**config.mk**
```make
export PLATFORM = sky130hd
export DESIGN_NAME = i2s_transmitter
export DESIGN_NICKNAME = d
export VERILOG_FILES = /design/src/rtl/i2s_transmitter.sv
export SDC_FILE = /design/constraint.sdc
export NUM_CORES = 1
export LEC_CHECK = 0
export CAP_MARGIN = 30
export CORE_ASPECT_RATIO = 0.5
export CORE_MARGIN = 2
export CORE_UTILIZATION = 57
export DETAILED_ROUTE_END_ITERATION = 7
export PLACE_DENSITY = 0.82
export SETUP_SLACK_MARGIN = 0.3
export SYNTH_ARGS = -nofsm -noshare
export SYNTH_HDL_FRONTEND = slang
export SYNTH_SLANG_ARGS = --single-unit
```
**constraint.sdc**
```tcl
create_clock -name master_clk -period 5.4 [get_ports master_clk]
set_clock_uncertainty 0.2 [all_clocks]
set_input_delay 1.08 -clock master_clk [delete_from_list [all_inputs] [get_ports master_clk]]
set_output_delay 1.08 -clock master_clk [all_outputs]
set_load 0.05 [all_outputs]
```
**src/rtl/i2s_transmitter.sv**
```systemverilog
// I2S master serialiser: shadows one mono sample per frame and sends it MSB-first in both slots.
// Latency: sample latched at frame start goes out the same frame; backpressure: none, sample_en paces the source.
module i2s_transmitter #(
  parameter int BCLK_DIV  = 4,
  parameter int SLOT_BITS = 32,
  parameter int SAMPLE_W  = 16
) (
  input  logic                master_clk,
  input  logic                rst_n,
  input  logic                tx_enable,
  input  logic [SAMPLE_W-1:0] sample_in,
  output logic                sample_en,
  output logic                i2s_bclk,
  output logic                i2s_lrclk,
  output logic                i2s_sdata
);

  localparam int FRAME_BITS = 2 * SLOT_BITS;
  localparam int DIV_W      = (BCLK_DIV > 2) ? $clog2(BCLK_DIV) : 1;
  localparam int BIT_W      = $clog2(FRAME_BITS);

  localparam logic [DIV_W-1:0] DIV_LAST = DIV_W'(BCLK_DIV - 1);
  localparam logic [DIV_W-1:0] DIV_HALF = DIV_W'(BCLK_DIV / 2);
  localparam logic [BIT_W-1:0] BIT_LAST = BIT_W'(FRAME_BITS - 1);
  localparam logic [BIT_W-1:0] SLOT_LEN = BIT_W'(SLOT_BITS);

  logic [DIV_W-1:0]    r_div_cnt;
  logic [BIT_W-1:0]    r_bit_cnt;
  logic [SAMPLE_W-1:0] r_shadow;
  logic                r_sample_en;
  logic                r_bclk;
  logic                r_lrclk;
  logic                r_sdata;

  logic                w_fall;
  logic                w_frame_start;
  logic [DIV_W-1:0]    w_div_nxt;
  logic [BIT_W-1:0]    w_bit_nxt;
  logic                w_right;
  logic [BIT_W-1:0]    w_pos;
  logic                w_bclk_nxt;
  logic                w_sdata_nxt;

  assign w_fall        = (r_div_cnt == DIV_LAST);
  assign w_div_nxt     = w_fall ? '0 : r_div_cnt + 1'b1;
  assign w_bclk_nxt    = (w_div_nxt >= DIV_HALF);
  assign w_bit_nxt     = (r_bit_cnt == BIT_LAST) ? '0 : r_bit_cnt + 1'b1;
  assign w_frame_start = w_fall && (r_bit_cnt == BIT_LAST);
  assign w_right       = (w_bit_nxt >= SLOT_LEN);
  assign w_pos         = w_right ? (w_bit_nxt - SLOT_LEN) : w_bit_nxt;

  // Slot position 0 is the one-BCLK I2S delay; positions past the word pad with zeros.
  always_comb begin
    w_sdata_nxt = 1'b0;
    for (int i = 0; i < SAMPLE_W; i++) begin
      if (w_pos == BIT_W'(SAMPLE_W - i)) begin
        w_sdata_nxt = r_shadow[i];
      end
    end
  end

  always_ff @(posedge master_clk or negedge rst_n) begin
    if (!rst_n) begin
      r_div_cnt   <= '0;
      r_bit_cnt   <= BIT_LAST;
      r_shadow    <= '0;
      r_sample_en <= 1'b0;
      r_bclk      <= 1'b0;
      r_lrclk     <= 1'b0;
      r_sdata     <= 1'b0;
    end else if (!tx_enable) begin
      // Idle restarts exactly like reset, but the shadow word is kept.
      r_div_cnt   <= '0;
      r_bit_cnt   <= BIT_LAST;
      r_sample_en <= 1'b0;
      r_bclk      <= 1'b0;
      r_lrclk     <= 1'b0;
      r_sdata     <= 1'b0;
    end else begin
      r_div_cnt   <= w_div_nxt;
      r_bclk      <= w_bclk_nxt;
      r_sample_en <= w_frame_start;
      if (w_fall) begin
        r_bit_cnt <= w_bit_nxt;
        r_lrclk   <= w_right;
        r_sdata   <= w_sdata_nxt;
        if (w_frame_start) begin
          r_shadow <= sample_in;
        end
      end
    end
  end

  assign sample_en = r_sample_en;
  assign i2s_bclk  = r_bclk;
  assign i2s_lrclk = r_lrclk;
  assign i2s_sdata = r_sdata;

endmodule

```
==> results of run 1 <==
registers in the layout (all words and copies together) (netlist names):
register	flops
i2s_bclk	1
r_bit_cnt	6
i2s_lrclk	1
r_shadow	16
r_div_cnt	1
i2s_sdata	1
sample_en	1
how the worst max path moves through the flow:
stage	startpoint	to	slack, ns	cells past startpoint
6_report	i2s_lrclk	i2s_lrclk	2.68	1
5_1_grt	r_bit_cnt[0]	i2s_sdata	2.57	7
4_1_cts	i2s_bclk	i2s_bclk	2.67	1
3_5_place_dp	tx_enable	r_shadow[6]	2.44	4
3_3_place_gp	tx_enable	r_shadow[2]	2.49	4
2_1_floorplan	tx_enable	r_shadow[11]	3.25	4
cell usage in the layout, fill, tap and decap left out, types with 2 or more instances in the layout:
| cell type | instances |
|---|---|
| clkdlybuf4s50_1 | 22 |
| dfrtp_1 | 21 |
| nand2_1 | 14 |
| mux2_2 | 14 |
| o21ai_0 | 14 |
| inv_1 | 6 |
| nor2_1 | 6 |
| ha_1 | 6 |
| dfstp_2 | 6 |
| a21oi_1 | 5 |
| nor3_1 | 3 |
| nand2b_1 | 3 |
| clkbuf_8 | 3 |
| nor3b_1 | 2 |
| o211ai_1 | 2 |
| nand3_1 | 2 |
| nand4_1 | 2 |
| a21boi_0 | 2 |
| a221oi_1 | 2 |
| a211oi_1 | 2 |
| nor2b_1 | 2 |
| a311oi_1 | 2 |
worst reg2reg max path: stages, from the launching register on:
cell	delay [ns]
dfstp_2	0.61
ha_1	0.50
xor2_2	0.32
a221oi_2	0.07
a311oi_1	0.36
a221oi_1	0.09
a311oi_1	0.31
o2bb2ai_1	0.10
area by class of cell:
cell class / instances / area share, %
tap: 37 / 2.55
clock buffer: 3 / 2.27
sequential: 27 / 37.6
clock inverter: 1 / 0.413
timing repair buffer: 23 / 12.5
inverter: 6 / 1.24
multi-input combinational: 106 / 43.4
per-layer routing:
metal | track usage [%] | share of wire (%) | up-vias
li1 | - | - | 565
met3 | 4.63 | 3.3 | 4
met5 | 0 | 0 | -
met1 | 27.4 | 48 | 562
met2 | 37.7 | 48 | 24
met4 | 5.36 | 0.83 | 0
cells by family after synthesis:
group | after synthesis | synth area share, %
adders and majority gates | 6 | 4.85
DFF | 27 | 44.1
AOI/OAI and AO/OA | 36 | 15.3
buffers and inverters | 15 | 5.01
and+or+nand+nor | 45 | 17.0
xor gates and xnor gates | 3 | 2.18
muxes | 16 | 11.6
power breakdown:
part           internal [mW]  switching [mW]
combinational         0.0834          0.0730
sequential             0.267          0.0416
clock                 0.0525          0.0655
==> impl_metrics.env, run 1 <==
export IMPL_dr_total_vias=1155
export IMPL_hold_viol=0
export IMPL_pre_cts_ws_ns=2.44
export IMPL_drtIter0Drc=94
export IMPL_remaining_drc_errors=0
export IMPL_setup_viol=0
export IMPL_drv_cap=0
export IMPL_syn_mean_instance_area_um2=10.5
export IMPL_crit_buf_inv=1
export IMPL_cts_clk_slew_worst_paths_ns=0.09
export IMPL_power_density_mw_per_mm2=321
export IMPL_worstPathArrival_ns=1.44
export IMPL_cts_tree="built"
export IMPL_ys_warn_count=0
export IMPL_hold_end="r_div_cnt[0]"
export IMPL_hpwl_um=2170
export IMPL_yosysUniqueCellTypes=46
export IMPL_fp_dieH_um=40.9
export IMPL_areaGrowthSynthToFinish_pct=17.3
export IMPL_routed_wl_um=3020
export IMPL_async_flop_share_pct=100
export IMPL_cp_cell_sequence="clkdlybuf4s50_1"
export IMPL_yosysTopAreaCellShare_pct=33.9
export IMPL_final_nets=192
export IMPL_antenna_found_initial=0
export IMPL_cts_max_level=1
export IMPL_ctsResizeCount=0
export IMPL_tightest_slew_ns=0.517
export IMPL_worst_r2r_startpoint="r_bit_cnt[0]"
export IMPL_rsz0062_at_grt="no"
export IMPL_drv_slew=0
export IMPL_drt_wirelength_per_cell_um=14.9
export IMPL_layout_cells_non_filler=203
export IMPL_grt_max_degree=28
export IMPL_reg2reg_to="i2s_sdata"
export IMPL_die_area_mm2=0.00318
export IMPL_min_path_type="flop to flop"
export IMPL_fin_area_mm2=0.00182
export IMPL_grt_overflow_total=0
export IMPL_crit_path_end_kind="output pin"
export IMPL_pin_count=23
export IMPL_drtAntennaViolNets=0
export IMPL_clk_latency_ns=0.28
export IMPL_finalWorstPathRequiredPeriod_ns=2.72
export IMPL_drive_above_1_share_pct=18.1
export IMPL_min_path_cells=1
export IMPL_finalCritPeriodShare_pct=50.4
export IMPL_cts_buffers_inserted=3
export IMPL_p_leak_nw=0.757
export IMPL_worstPathMaxFanout=2
export IMPL_max_slew_margin_pct=65.5
export IMPL_ys_flop_type="dfrtp_1"
export IMPL_viasPerCell=5.69
export IMPL_grt_pass1_vias=1038
export IMPL_yosys_area_top_type="dfrtp_1"
export IMPL_synth_common_cells="dfrtp_1 (21), mux2_2 (14), nand2_1 (14), o21ai_0 (14)"
export IMPL_gp_routability_congestion=0.812
export IMPL_fin_ws_ns=2.68
export IMPL_cts_root_buf="clkbuf_8"
export IMPL_power_mw=0.583
export IMPL_crit_family="buffers and inverters"
export IMPL_synthTopCellsByArea="dfrtp_1 (34%), dfstp_2 (10%), mux2_2 (10%)"
export IMPL_start_util_pct=59.9
export IMPL_core_area_mm2=0.00259
export IMPL_ctsHoldBuffers=0
export IMPL_status="finished, final reports clean"
export IMPL_ff2ff_path_depth=7
export IMPL_placed_area_mm2=0.00177
export IMPL_nFillCells=190
export IMPL_first_pass_iters=4
export IMPL_crit_slowest_cell="clkdlybuf4s50_1"
export IMPL_grt_pass1_wl_um=4870
export IMPL_fin_util_pct=70.2
export IMPL_path_class="flop to output pin"
export IMPL_regArea_um2=683
export IMPL_dp_cells=199
export IMPL_port_buffers=22
export IMPL_postSynthCellCount=148
export IMPL_ys_seq_area_share_pct=44.1
export IMPL_final_setup_tns_ns=0
export IMPL_ir_drop_v=0.000216
export IMPL_ys_ff_latch=27
export IMPL_syn_area_mm2=0.00155
export IMPL_multi_input_area_um2=788
export IMPL_cts_sinks=27
export IMPL_start_kind="flop"
export IMPL_num_antenna_cells=0
export IMPL_die_x_um=77.7
export IMPL_synth_most_common_cell="dfrtp_1"
export IMPL_cp_required_ns=4.12
export IMPL_grt_use_total_pct=21.1
export IMPL_cts_path_max_buffers=2
export IMPL_syn_nets=173
export IMPL_critical_path_max_stage_delay_ns=0.80
export IMPL_holdWs_ns=0.241
export IMPL_rows=13
export IMPL_cts_setup_buffers=0
export IMPL_ff2ff_setup_slack_ns=2.74
export IMPL_fmax_mhz=367
export IMPL_hp_start="r_div_cnt[0]"
export IMPL_synth_edf_count=0
No activity file was read; power rests on OpenSTA's default activity.
==> inputs of run 2 (changes only) <==
Settings changed: CORE_UTILIZATION 57 to 53, PLACE_DENSITY 0.82 to 0.77.
Clock period 5.4 ns to 2.8 ns, I/O delays scaled along.
==> run 2 against run 1 <==
Compared with the run above: die area is 7.0% higher; largest cell class unchanged; register-to-register slack worse by 2.3 ns; clock power is 96% higher; clock-buffer cell count stayed put; sequential share of layout area is 0.21 points lower; final cell count is 0.49% higher; power is 92% higher.
==> impl_metrics.env, run 2 (same netlist as run 1, synthesis figures left out) <==
export IMPL_p_leak_nw=0.761
export IMPL_finalCritPeriodShare_pct=83.0
export IMPL_cts_tree="built"
export IMPL_cts_path_max_buffers=2
export IMPL_power_mw=1.12
export IMPL_cts_sinks=27
export IMPL_largest_reg_flops=16
export IMPL_first_pass_iters=4
export IMPL_grt_pass1_wl_um=5010
export IMPL_hpwl_um=2050
export IMPL_clk_latency_ns=0.28
export IMPL_worstPathMaxFanout=9
export IMPL_drv_cap=0
export IMPL_reg_largest_list="r_shadow x16, r_bit_cnt x6"
export IMPL_placed_area_mm2=0.00178
export IMPL_drt_wirelength_per_cell_um=13.9
export IMPL_fp_dieH_um=42.2
export IMPL_drtIter0Drc=70
export IMPL_cts_buffers_inserted=3
export IMPL_worstPathArrival_ns=2.29
export IMPL_min_path_type="flop to flop"
export IMPL_routed_wl_um=2840
export IMPL_final_setup_tns_ns=0
export IMPL_fin_util_pct=68.1
export IMPL_setup_viol=0
export IMPL_mostFrequentLayoutCells="clkdlybuf4s50_1 (22), dfrtp_1 (21), nand2_1 (14), mux2_2 (14), o21ai_0 (14)"
export IMPL_grt_use_total_pct=19.4
export IMPL_cp_required_ns=2.77
export IMPL_tightest_slew_ns=0.500
export IMPL_cts_setup_buffers=0
export IMPL_drtAntennaViolNets=0
export IMPL_num_antenna_cells=0
export IMPL_areaGrowthSynthToFinish_pct=17.9
export IMPL_grt_overflow_total=0
export IMPL_core_area_mm2=0.00268
export IMPL_hold_viol=0
export IMPL_max_slew_margin_pct=66.5
export IMPL_dr_total_vias=1131
export IMPL_top_register="r_shadow"
export IMPL_remaining_drc_errors=0
export IMPL_ctsHoldBuffers=0
export IMPL_gp_routability_congestion=0.768
export IMPL_final_nets=193
export IMPL_antenna_found_initial=0
export IMPL_ff2ff_path_depth=8
export IMPL_crit_path_end_kind="flop"
export IMPL_rsz0062_at_grt="no"
export IMPL_cts_max_level=1
export IMPL_grt_max_degree=28
export IMPL_die_area_mm2=0.00340
export IMPL_status="finished, final reports clean"
export IMPL_fin_area_mm2=0.00183
export IMPL_start_kind="flop"
export IMPL_port_buffers=22
export IMPL_min_path_cells=1
export IMPL_drive_above_1_share_pct=19.2
export IMPL_cts_clk_slew_worst_paths_ns=0.09
export IMPL_power_density_mw_per_mm2=614
export IMPL_start_util_pct=57.7
export IMPL_path_class="flop to flop"
export IMPL_holdWs_ns=0.255
export IMPL_rows=13
export IMPL_die_x_um=80.5
export IMPL_grt_pass1_vias=1059
export IMPL_ctsResizeCount=0
export IMPL_viasPerCell=5.54
export IMPL_cts_root_buf="clkbuf_8"
export IMPL_fmax_mhz=431
export IMPL_mostFrequentLayoutCell="clkdlybuf4s50_1"
export IMPL_nFillCells=226
export IMPL_ir_drop_v=0.000378
export IMPL_pin_count=23
export IMPL_finalWorstPathRequiredPeriod_ns=2.32
export IMPL_drv_slew=0
-- run 2: cell types whose count changed in the layout (fill, tap and decap cells not counted), sizes merged --
cell  delta
buf      +1
-- run 2: stage by stage --
step	cells	setup WS [ns]
detailed placement	200	0.444
global placement	200	0.520
CTS	204	0.396
global route	204	0.350
finish	204	0.477
floorplan	148	0.701
-- run 2: path summary, 6_finish.rpt --
| path | start | slack (ns) | end |
|---|---|---|---|
| hold / removal | r_div_cnt[0] | 0.26 | r_div_cnt[0] |
| max in group asynchronous | rst_n | 1.65 | r_bit_cnt[4] |
| min in group asynchronous | rst_n | 0.44 | sample_en |
| setup reg to reg | r_bit_cnt[0] | 0.48 | i2s_sdata |
| hold reg to reg | r_div_cnt[0] | 0.26 | r_div_cnt[0] |
| setup / recovery | r_bit_cnt[0] | 0.48 | i2s_sdata |
-- run 2: layer usage --
layer	vias to the layer above	global-route usage (%)	share of wire, %
met2	21	26.8	40
met3	4	6.25	4.8
met4	0	5.08	1.0
met5	-	0	0
li1	568	-	-
met1	538	29.0	54
-- run 2: layout make-up --
class | count | area [um^2] | share of cell area (%)
clock inverter | 1 | 7.51 | 0.411
clock buffer | 3 | 41.3 | 2.26
timing repair buffer | 24 | 235 | 12.9
sequential | 27 | 683 | 37.4
inverter | 6 | 22.5 | 1.23
multi-input combinational | 106 | 791 | 43.3
tap | 37 | 46.3 | 2.53
-- run 2: power by group --
group          total, mW  internal [mW]  switching, mW
Clock              0.231          0.101          0.130
Combinational      0.295          0.162          0.133
Sequential         0.595          0.515         0.0797
-- run 2: critical path: stages, from the launching register on --
cell and delay, ns:
dfstp_2 0.61, inv_1 0.10, ha_1 0.32, a21oi_1 0.14, o21ai_0 0.13, a311oi_1 0.28
a221oi_1 0.08, a311oi_1 0.26, o2bb2ai_1 0.09
==> inputs of run 3 (changes only) <==
Settings changed: CORE_UTILIZATION 53 to 48, PLACE_DENSITY 0.77 to 0.74.
Clock period 2.8 ns to 2.1 ns, I/O delays scaled along.
==> run 3 against run 2 <==
Compared with the run above: the run now ends with negative setup slack left; final cell count increased by 18%; critical endpoint unchanged; routed wire length increased by 52%; first-iteration DRC count increased by 46%; clock power increased by 33%; register-to-register slack got worse by 0.57 ns; global-route usage increased by 4.6 points; highest routed layer unchanged; fmax increased by 6.0%; non-clock buffer count increased by 33; sequential share of layout area decreased by 7.7 points; combinational power increased by 120%.
==> impl_metrics.env, run 3 (same netlist as run 1, synthesis figures left out) <==
export IMPL_placed_area_mm2=0.00193
export IMPL_p_int_mw=1.19
export IMPL_cp_required_ns=2.07
export IMPL_mostFrequentLayoutCells="buf_4 (26), dfrtp_1 (21), clkdlybuf4s50_1 (18), nand2_1 (13), mux2_4 (11)"
export IMPL_mostFrequentLayoutCell="buf_4"
export IMPL_final_nets=226
export IMPL_fin_area_mm2=0.00230
export IMPL_routed_wl_um=4300
export IMPL_num_antenna_cells=0
export IMPL_hpwl_um=2390
export IMPL_drtIter0Drc=102
export IMPL_p_seq_share_pct=46.0
export IMPL_pwr_share_comb_pct=36.5
export IMPL_drv_slew=0
export IMPL_finalWorstPathRequiredPeriod_ns=2.19
export IMPL_reg_largest_list="r_shadow x16, r_bit_cnt x6"
export IMPL_drt_wirelength_per_cell_um=17.9
export IMPL_first_pass_iters=4
export IMPL_p_switching_mw=0.559
export IMPL_dp_cells=221
export IMPL_holdWs_ns=0.250
export IMPL_power_switching_share_pct=32.0
export IMPL_drive_above_1_share_pct=41.5
export IMPL_start_util_pct=51.1
export IMPL_cts_buffers_inserted=3
export IMPL_rsz0062_at_grt="yes"
export IMPL_grt_overflow_total=0
export IMPL_path_class="flop to flop"
export IMPL_viasPerCell=5.83
export IMPL_status="finished with violations"
export IMPL_cts_root_buf="clkbuf_8"
export IMPL_fmax_mhz=457
export IMPL_die_x_um=84.3
export IMPL_pin_count=23
export IMPL_grt_pass1_vias=1397
export IMPL_power_mw=1.75
export IMPL_finalCritPeriodShare_pct=104
export IMPL_violations="negative setup slack"
export IMPL_setup_viol=16
export IMPL_cts_clk_slew_worst_paths_ns=0.10
export IMPL_grt_max_degree=28
export IMPL_nFillCells=170
export IMPL_drtAntennaViolNets=0
export IMPL_power_density_mw_per_mm2=760
export IMPL_power_frac_clock_pct=17.5
export IMPL_clk_latency_ns=0.28
export IMPL_max_slew_margin_pct=67.9
export IMPL_fp_dieH_um=44.2
export IMPL_crit_path_end_kind="flop"
export IMPL_cts_max_level=1
export IMPL_grt_pass1_wl_um=6830
export IMPL_pre_cts_ws_ns=-0.178
export IMPL_gp_routability_congestion=0.882
export IMPL_tightest_slew_ns=0.484
export IMPL_dr_total_vias=1399
export IMPL_top_register="r_shadow"
export IMPL_grt_use_total_pct=24.1
export IMPL_min_path_type="flop to flop"
export IMPL_core_area_mm2=0.00303
export IMPL_remaining_drc_errors=0
export IMPL_start_kind="flop"
export IMPL_drv_cap=0
export IMPL_worstPathMaxFanout=5
export IMPL_die_area_mm2=0.00373
export IMPL_hold_viol=0
export IMPL_areaGrowthSynthToFinish_pct=48.5
export IMPL_worstPathArrival_ns=2.16
export IMPL_fin_ws_ns=-0.0904
export IMPL_port_buffers=22
export IMPL_antenna_found_initial=0
export IMPL_largest_reg_flops=16
export IMPL_ir_drop_v=0.000557
export IMPL_layout_cells_non_filler=240
export IMPL_p_leak_nw=1.00
export IMPL_fin_util_pct=75.9
export IMPL_final_setup_tns_ns=-0.760
export IMPL_cts_sinks=27
export IMPL_cts_path_max_buffers=2
export IMPL_cts_tree="built"
export IMPL_rows=14
==> run 3: worst paths after layout <==
path / start / end / slack [ns] / depth (start not counted)
max: r_bit_cnt[0] / i2s_sdata / -0.09 / 7
min: r_div_cnt[0] / r_div_cnt[0] / 0.25 / 1
max reg2reg: r_bit_cnt[0] / i2s_sdata / -0.09 / 7
min reg2reg: r_div_cnt[0] / r_div_cnt[0] / 0.25 / 1
max in group asynchronous: rst_n / r_bit_cnt[3] / 1.08 / 2
min in group asynchronous: rst_n / r_shadow[15] / 0.31 / 2
==> run 3: cell type report <==
type	instances	area, um^2	area share (%)
clock inverter	1	5.00	0.218
inverter	6	22.5	0.979
sequential	27	683	29.7
clock buffer	3	41.3	1.80
tap	40	50.0	2.18
multi-input combinational	106	927	40.3
timing repair buffer	57	571	24.8
==> run 3: metal layers <==
layer	track usage (%)	wire [um]
met4	10.5	98
met2	40.5	2130
met1	30.6	1820
met5	0	0
met3	5.97	254
==> run 3: what timing repair did <==
action,in CTS,in global routing
pin swaps,8,5
gates cloned,1,0
buffers inserted,11,3
resized for setup,31,13
hold endpoints to repair,0,0
hold buffers,0,0
setup endpoints to repair,20,22
==> run 3: power groups by stage <==
| stage | clock (mW) | sequential, mW | combinational, mW |
|---|---|---|---|
| after global placement | 0 | 0.791 | 0.454 |
| after global routing | 0.333 | 0.818 | 0.674 |
| after detailed placement | 0 | 0.796 | 0.470 |
| final | 0.307 | 0.804 | 0.637 |
| after CTS | 0.309 | 0.792 | 0.586 |
| after floorplan | 0 | 0.778 | 0.298 |
==> run 3: critical path, cell delays in order (launching register included) <==
cell and delay [ns]:
dfstp_2 0.63, buf_4 0.16, and2_1 0.25, nor2_1 0.07, a22oi_1 0.21, o21ai_0 0.14, a311oi_1 0.32, o2bb2ai_1 0.09
